==> src/rtl/mips_pkg.sv <==
// Shared MIPS32 definitions: instruction field positions, bubble encoding and
// the fetch-to-decode payload (PC+4 paired with the instruction word).
package mips_pkg;

  localparam int unsigned INSTR_W   = 32;
  localparam int unsigned OPC_MSB   = 31;
  localparam int unsigned RS_LSB    = 21;
  localparam int unsigned RT_LSB    = 16;
  localparam int unsigned RD_LSB    = 11;
  localparam int unsigned SHAMT_LSB = 6;
  localparam int unsigned IMM_W     = 16;

  // sll $0,$0,0
  localparam logic [INSTR_W-1:0] NOP_INSTR = 32'h0000_0000;

  typedef struct packed {
    logic [INSTR_W-1:0] pc4;
    logic [INSTR_W-1:0] instr;
  } if_id_t;

endpackage

==> src/rtl/mips_instr_fields.sv <==
// Purely combinational MIPS32 instruction field splitter. No extension is
// applied; consumers (sign extender, register file) do their own.
module mips_instr_fields
  import mips_pkg::*;
(
  input  logic [INSTR_W-1:0] i_instr,
  output logic [5:0]         o_opcode,
  output logic [4:0]         o_rs,
  output logic [4:0]         o_rt,
  output logic [4:0]         o_rd,
  output logic [4:0]         o_shamt,
  output logic [5:0]         o_funct,
  output logic [IMM_W-1:0]   o_imm16
);

  // Fixed-position slices of the instruction word
  always_comb begin
    o_opcode = i_instr[OPC_MSB -: 6];
    o_rs     = i_instr[RS_LSB +: 5];
    o_rt     = i_instr[RT_LSB +: 5];
    o_rd     = i_instr[RD_LSB +: 5];
    o_shamt  = i_instr[SHAMT_LSB +: 5];
    o_funct  = i_instr[5:0];
    o_imm16  = i_instr[IMM_W-1:0];
  end

endmodule

==> src/rtl/if_id_stage.sv <==
// IF/ID pipeline register with valid/ready handshake on both sides and a
// flush for branch/jump redirect. Holds PC+4 and the instruction for decode
// and exposes the decoded fields (out_imm16 feeds the sign extender).
// Optional: define IF_ID_SKID_EN for a one-entry skid buffer that registers
// in_ready (no combinational path from out_ready to in_ready).
module if_id_stage
  import mips_pkg::*;
#(
  parameter int unsigned          DATA_W    = 32,
  parameter logic [DATA_W-1:0]    NOP_INSTR = mips_pkg::NOP_INSTR
) (
  input  logic              clk,
  input  logic              rst_n,
  input  logic              in_valid,
  output logic              in_ready,
  input  logic [DATA_W-1:0] in_pc4,
  input  logic [DATA_W-1:0] in_instr,
  input  logic              flush,
  output logic              out_valid,
  input  logic              out_ready,
  output logic [DATA_W-1:0] out_pc4,
  output logic [DATA_W-1:0] out_instr,
  output logic [5:0]        out_opcode,
  output logic [4:0]        out_rs,
  output logic [4:0]        out_rt,
  output logic [4:0]        out_rd,
  output logic [4:0]        out_shamt,
  output logic [5:0]        out_funct,
  output logic [15:0]       out_imm16
);

  logic              r_valid;
  logic [DATA_W-1:0] r_pc4;
  logic [DATA_W-1:0] r_instr;
  logic              w_in_xfer;
  logic              w_main_free;

  assign w_in_xfer   = in_valid && in_ready;
  // Main register can take new content this edge: empty, or draining to decode
  assign w_main_free = !r_valid || out_ready;

`ifdef IF_ID_SKID_EN

  logic              r_sk_valid;
  logic [DATA_W-1:0] r_sk_pc4;
  logic [DATA_W-1:0] r_sk_instr;

  assign in_ready = !r_sk_valid;

  // Main + skid registers; skid refills main first so order is preserved
  always_ff @(posedge clk) begin
    if (!rst_n) begin
      r_valid    <= 1'b0;
      r_pc4      <= '0;
      r_instr    <= NOP_INSTR;
      r_sk_valid <= 1'b0;
      r_sk_pc4   <= '0;
      r_sk_instr <= NOP_INSTR;
    end else if (flush) begin
      r_valid    <= 1'b0;
      r_instr    <= NOP_INSTR;
      r_sk_valid <= 1'b0;
      r_sk_instr <= NOP_INSTR;
    end else if (w_main_free) begin
      if (r_sk_valid) begin
        r_valid    <= 1'b1;
        r_pc4      <= r_sk_pc4;
        r_instr    <= r_sk_instr;
        r_sk_valid <= 1'b0;
        r_sk_instr <= NOP_INSTR;
      end else if (w_in_xfer) begin
        r_valid <= 1'b1;
        r_pc4   <= in_pc4;
        r_instr <= in_instr;
      end else if (r_valid) begin
        r_valid <= 1'b0;
        r_instr <= NOP_INSTR;
      end
    end else if (w_in_xfer) begin
      // Main full and stalled: park the new instruction in the skid slot
      r_sk_valid <= 1'b1;
      r_sk_pc4   <= in_pc4;
      r_sk_instr <= in_instr;
    end
  end

`else

  assign in_ready = w_main_free;

  // Single register: load on input transfer, bubble on drain, hold on stall
  always_ff @(posedge clk) begin
    if (!rst_n) begin
      r_valid <= 1'b0;
      r_pc4   <= '0;
      r_instr <= NOP_INSTR;
    end else if (flush) begin
      r_valid <= 1'b0;
      r_instr <= NOP_INSTR;
    end else if (w_in_xfer) begin
      r_valid <= 1'b1;
      r_pc4   <= in_pc4;
      r_instr <= in_instr;
    end else if (r_valid && out_ready) begin
      r_valid <= 1'b0;
      r_instr <= NOP_INSTR;
    end
  end

`endif

  assign out_valid = r_valid;
  assign out_pc4   = r_pc4;
  assign out_instr = r_instr;

  mips_instr_fields u_fields (
    .i_instr  (r_instr),
    .o_opcode (out_opcode),
    .o_rs     (out_rs),
    .o_rt     (out_rt),
    .o_rd     (out_rd),
    .o_shamt  (out_shamt),
    .o_funct  (out_funct),
    .o_imm16  (out_imm16)
  );

endmodule

==> config.mk <==
export PLATFORM = sky130hd
export DESIGN_NAME = if_id_stage
export DESIGN_NICKNAME = d
export VERILOG_FILES = /design/src/rtl/mips_pkg.sv /design/src/rtl/mips_instr_fields.sv /design/src/rtl/if_id_stage.sv
export SDC_FILE = /design/constraint.sdc
export NUM_CORES = 1
export LEC_CHECK = 0
export ABC_AREA = 1
export CORE_ASPECT_RATIO = 1.75
export CORE_MARGIN = 8
export CORE_UTILIZATION = 35
export CTS_CLUSTER_DIAMETER = 120
export DETAILED_ROUTE_END_ITERATION = 8
export GPL_ROUTABILITY_DRIVEN = 0
export PLACE_DENSITY = 0.77
export SYNTH_ARGS = -nofsm -noshare
export SYNTH_HDL_FRONTEND = slang
export SYNTH_SLANG_ARGS = --single-unit
==> constraint.sdc <==
create_clock -name clk -period 1 [get_ports clk]
set_input_delay 0.15 -clock clk [delete_from_list [all_inputs] [get_ports clk]]
set_output_delay 0.15 -clock clk [all_outputs]
set_load 0.1 [all_outputs]
; ---- Word level (Yosys, flattened, before mapping)
; Cells that the tools add are included.
[word_totals]
word_cells = 16
ff_bits = 65
out_inout_bits = 114
in_bits = 69
[op_classes]
n_mux = 4
n_bitwise = 2
n_reduce_logical = 7
[ops]
columns = cell, n
row1 = $mux W32, 2
row2 = $logic_and A1 B1 Y1, 2
row3 = $mux W1, 2
row4 = $not A1 Y1, 2
row5 = $reduce_and A2 Y1, 1
row6 = $reduce_bool A2 Y1, 1
row7 = $reduce_or A2 Y1, 1
row8 = $logic_not A1 Y1, 1
row9 = $logic_or A1 B1 Y1, 1

; ---- Logic depth before layout (Yosys ltp)
[logic_depth]
depth_word = 4
mapped_depth = 7

; ---- By module
; From an unflattened synthesis, not the netlist that was laid out.
[hier_totals]
cells_unflattened = 476
hier_area_um2 = 3293.2
[by_module_without_submodules]
columns = module, n_inst, cells_per_inst, seq_area_each_um2, area_per_inst_um2
row1 = if_id_stage, 1, 428, 1301.2, 2932.8
row2 = mips_instr_fields, 1, 48, 0.0, 360.3

; ---- Worst setup path before layout
; Ideal clock, no wire load.
[synth_path]
path_type = register to register
from = register r_valid (netlist: out_valid)
to = register r_instr[23] (netlist: out_instr[23])
path_slack_ps = -855
stages_incl_launch_ff = 6
t_arrival_ps = 1733
cell_sequence = dfxtp_1 -> nand2_2 -> buf_6 -> buf_4 -> nand3_1 -> a21oi_1
[synth_between]
elab_chain_len = 4
[synth_rtl]
columns = item, line
row1 = "start, declared", if_id_stage.sv:32  ; logic r_valid;
row2 = "start signal, assigned", if_id_stage.sv:94  ; r_valid <= 1'b0;
row3 = "start signal, assigned", if_id_stage.sv:98  ; r_valid <= 1'b0;
row4 = "start signal, assigned", if_id_stage.sv:101  ; r_valid <= 1'b1;
row5 = $logic_not A1 Y1 *, if_id_stage.sv:40  ; assign w_main_free = !r_valid || out_ready;
row6 = $logic_or A1 B1 Y1 *, if_id_stage.sv:40
row7 = net in_ready, if_id_stage.sv:15  ; output logic in_ready,
row8 = $logic_and A1 B1 Y1 *, if_id_stage.sv:38  ; assign w_in_xfer = in_valid && in_ready;
row9 = $mux W32 or $reduce_bool A2 Y1 (tied branches), -
row10 = "end signal, assigned", if_id_stage.sv:103  ; r_instr <= in_instr;
row11 = "end, declared", if_id_stage.sv:34  ; logic [DATA_W-1:0] r_instr;
; The timed path passes the listed nets; every way through them passes the cells marked *.
; A chain may end at the register's enable or synchronous reset.

; ---- Final worst setup path
[layout_path]
from = register r_valid (netlist: out_valid)
to = output port in_ready
[layout_between]
elab_chain_len = 2
[layout_rtl]
columns = item, line
row1 = $logic_not A1 Y1, if_id_stage.sv:40
row2 = $logic_or A1 B1 Y1, if_id_stage.sv:40
row3 = "end, declared", if_id_stage.sv:15
; No other way between the ends.

==> impl_metrics.py <==
metrics = {
    "critical_path": {
        "r2r_slack_ps": -190,
        "path_class": "flip-flop to output port",
        "cp-end-kind": "output port",
        "critPathArrivalTime_ps": 1050,
        "cp.required_ps": 850,
        "start_kind": "flip-flop",
        "cp_max_fo": 3,
    },
    "synthesis": {
        "synth-adder-area-share_pct": 0,
        "synth_top_family_by_area": "buffers and inverters",
        "synth_compound_area_share_pct": 5.015,
        "synth.ff_latch_count": 65,
        "ys_seq_area_share_pct": 39.51,
        "syn_inst": 476,
        "synth_area_per_cell_um2": 6.918,
        "syn_nets": 545,
        "yosysWarnings": 0,
        "syn_area_um2": 3293,
        "synthXorXnorAreaFrac_pct": 0,
        "synthSimpleGateAreaFrac_pct": 27.58,
        "yosysUniqueCellTypes": 15,
        "synthMuxAreaShare_pct": 0,
    },
    "floorplanning": {
        "rows": 47,
        "num_io_pins": 183,
        "dieArea_um2": 12890,
        "die_x_um": 89.33,
        "core_um2": 9291,
        "die_height_um": 144.3,
        "start_util_pct": 35.44,
    },
    "clock_tree": {
        "clockBufferDepth": 2,
        "cts_sinks": 65,
        "clk_pin_slew_ps": 60,
        "cts_tree": "done",
        "cts_inserted_buffers": 9,
        "htreeDepth": 3,
        "clk_latency_ps": 330,
        "cts_root_buf": "clkbuf_16",
    },
    "pwr": {
        "power_leakage_nw": 3.369,
        "totalPowerFinal_w": 0.009299,
        "p_per_area_nw_per_um2": 1203,
        "peakVddDrop_mv": 1.046,
    },
    "finish": {
        "fin_nets": 723,
        "drive_gt1_share_pct": 54.63,
        "antenna-diode-count": 0,
        "postLayoutCoreUtil_pct": 83.18,
        "finalInstanceArea_um2": 7729,
        "areaGrowthSynthToFinish_pct": 134.7,
        "nFillCells": 510,
    },
    "placed_design": {
        "port_buffers": 182,
        "postPlaceCellArea_um2": 6302,
        "hpwl_um": 9155,
    },
    "flow_run": {
        "drv_cap": 0,
    },
    "sta": {
        "period_share_pct": 119.5,
        "maxClockFrequency_mhz": 836.5,
        "period_minus_slack_ps": 1195,
        "setup_slack_ps": -195.4,
        "finalClockSkew_ps": 10.71,
        "rsz0062_at_grt": "yes",
        "max_slew_margin_pct": 80.47,
        "maxSlewViolCount": 0,
        "whs_ps": 391.1,
        "final-setup-viol-count": 168,
        "hold_viol_final": 0,
        "worstMarginPinSlew_ps": 292.9,
    },
    "routing": {
        "drc": 0,
        "vias": 3801,
        "drtPass1Iterations": 4,
        "ant_nets": 0,
        "wire_per_inst_um": 20.28,
        "via_per_inst": 4.867,
        "drt_iter0_drc": 131,
        "drt_wl_total_um": 15840,
    },
    "global_routing": {
        "antenna_found_initial": 0,
        "grt.total_usage_pct": 20.74,
        "grt_pass1_vias": 3821,
        "grt_overflow": 0,
        "grt_start_max_net_pins": 34,
        "grt_pass1_wl_um": 20400,
    },
    "status": {
        "status": "finished with violations",
        "violations": "setup timing",
    },
    "worst_hold_path": {
        "hold_path.class": "input pin to flip-flop",
    },
}
## where the power goes
| part | total [W] | switching, W | leakage (nW) | internal [W] |
|---|---|---|---|---|
| logic | 0.00366 | 0.00221 | 2.67 | 0.00145 |
| clock network | 0.00275 | 0.00110 | 0.130 | 0.00165 |
| registers | 0.00289 | 0.000204 | 0.571 | 0.00268 |
| total | 0.00930 | 0.00351 | 3.37 | 0.00578 |
## flip-flops by register name, summed over array words and instances (netlist names)
signal,cells
out_valid,1
out_pc4,32
out_instr,32
## what timing repair did
item / 4_1_cts / 5_1_grt
setup endpoints to repair: 159 / 179
pin swaps: 14 / 25
hold buffers: 0 / 0
cloned: 9 / 5
endpoints found under the hold margin: 0 / 0
gates resized for setup: 53 / 95
setup buffers: 13 / 25
## synthesized netlist by cell type
master / number / share of area, %
nand4_1: 32 / 6.1
a21oi_1: 33 / 5.0
inv_1: 99 / 11
dfxtp_1: 65 / 40
nand3_2: 1 / 0.30
buf_6: 1 / 0.34
nand2_2: 1 / 0.19
buf_4: 56 / 13
nor2_1: 32 / 3.6
nand2_1: 67 / 7.6
buf_1: 2 / 0.23
clkbuf_1: 5 / 0.57
buf_2: 17 / 2.6
clkinv_1: 1 / 0.11
nand3_1: 64 / 9.7
## path summary, 6_finish.rpt
| path | end | from | depth (start not counted) |
|---|---|---|---|
| hold / removal | out_instr[3] | in_instr[3] | 3 |
| setup / recovery | in_ready | out_valid | 3 |
| hold reg to reg | out_pc4[7] | out_pc4[7] | 4 |
| setup reg to reg | out_instr[24] | out_valid | 7 |
## cells in the final DEF, fill, tap and decap left out, drive strengths merged
master / n
dlygate4sd2: 1
inv: 100
nand4: 32
buf: 177
clkdlybuf4s50: 66
nand2: 68
a21oi: 33
nor2: 32
clkinv: 5
dfxtp: 65
nand3: 65
clkbuf: 15
## per-stage QoR
stage | cells | worst slack (ps) | setup TNS (ps)
after floorplan | 476 | -178.6 | -9489
after global placement | 715 | -386.1 | -21150
after detailed placement | 715 | -443.2 | -23820
after CTS | 753 | -201.0 | -13200
after global routing | 781 | -249.2 | -17440
final | 781 | -195.4 | -12640
## layer usage
metal	share of wire, %	global-route usage [%]	vias up	wire (um)
met3	6.3	5.407	57	1002
li1	-	-	1787	-
met4	5.4	11.55	0	854
met1	31	18.93	1767	4978
met2	57	39.31	190	8999
met5	0	0	-	0
## worst max-delay path, stage by stage, from the launching register on
cell and delay (ps):
dfxtp_4 370, nand2_4 60, buf_12 130, buf_16 160
## layout make-up
type | instances | area, um2 | share of cell area [%]
Sequential cell | 65 | 1483 | 19.18
Timing Repair Buffer | 248 | 3862 | 49.98
Clock buffer | 11 | 232.7 | 3.011
Clock inverter | 5 | 23.77 | 0.3076
Tap cell | 122 | 152.6 | 1.975
Inverter | 100 | 380.4 | 4.921
Multi-Input combinational cell | 230 | 1594 | 20.62
## cells by family (layout without fill, tap and decap cells)
kind of cell	Yosys count	in the layout
flops	65	65
simple gates	197	197
buf+inv	181	364
compound gates	33	33
No activity file was read; power rests on OpenSTA's default activity.
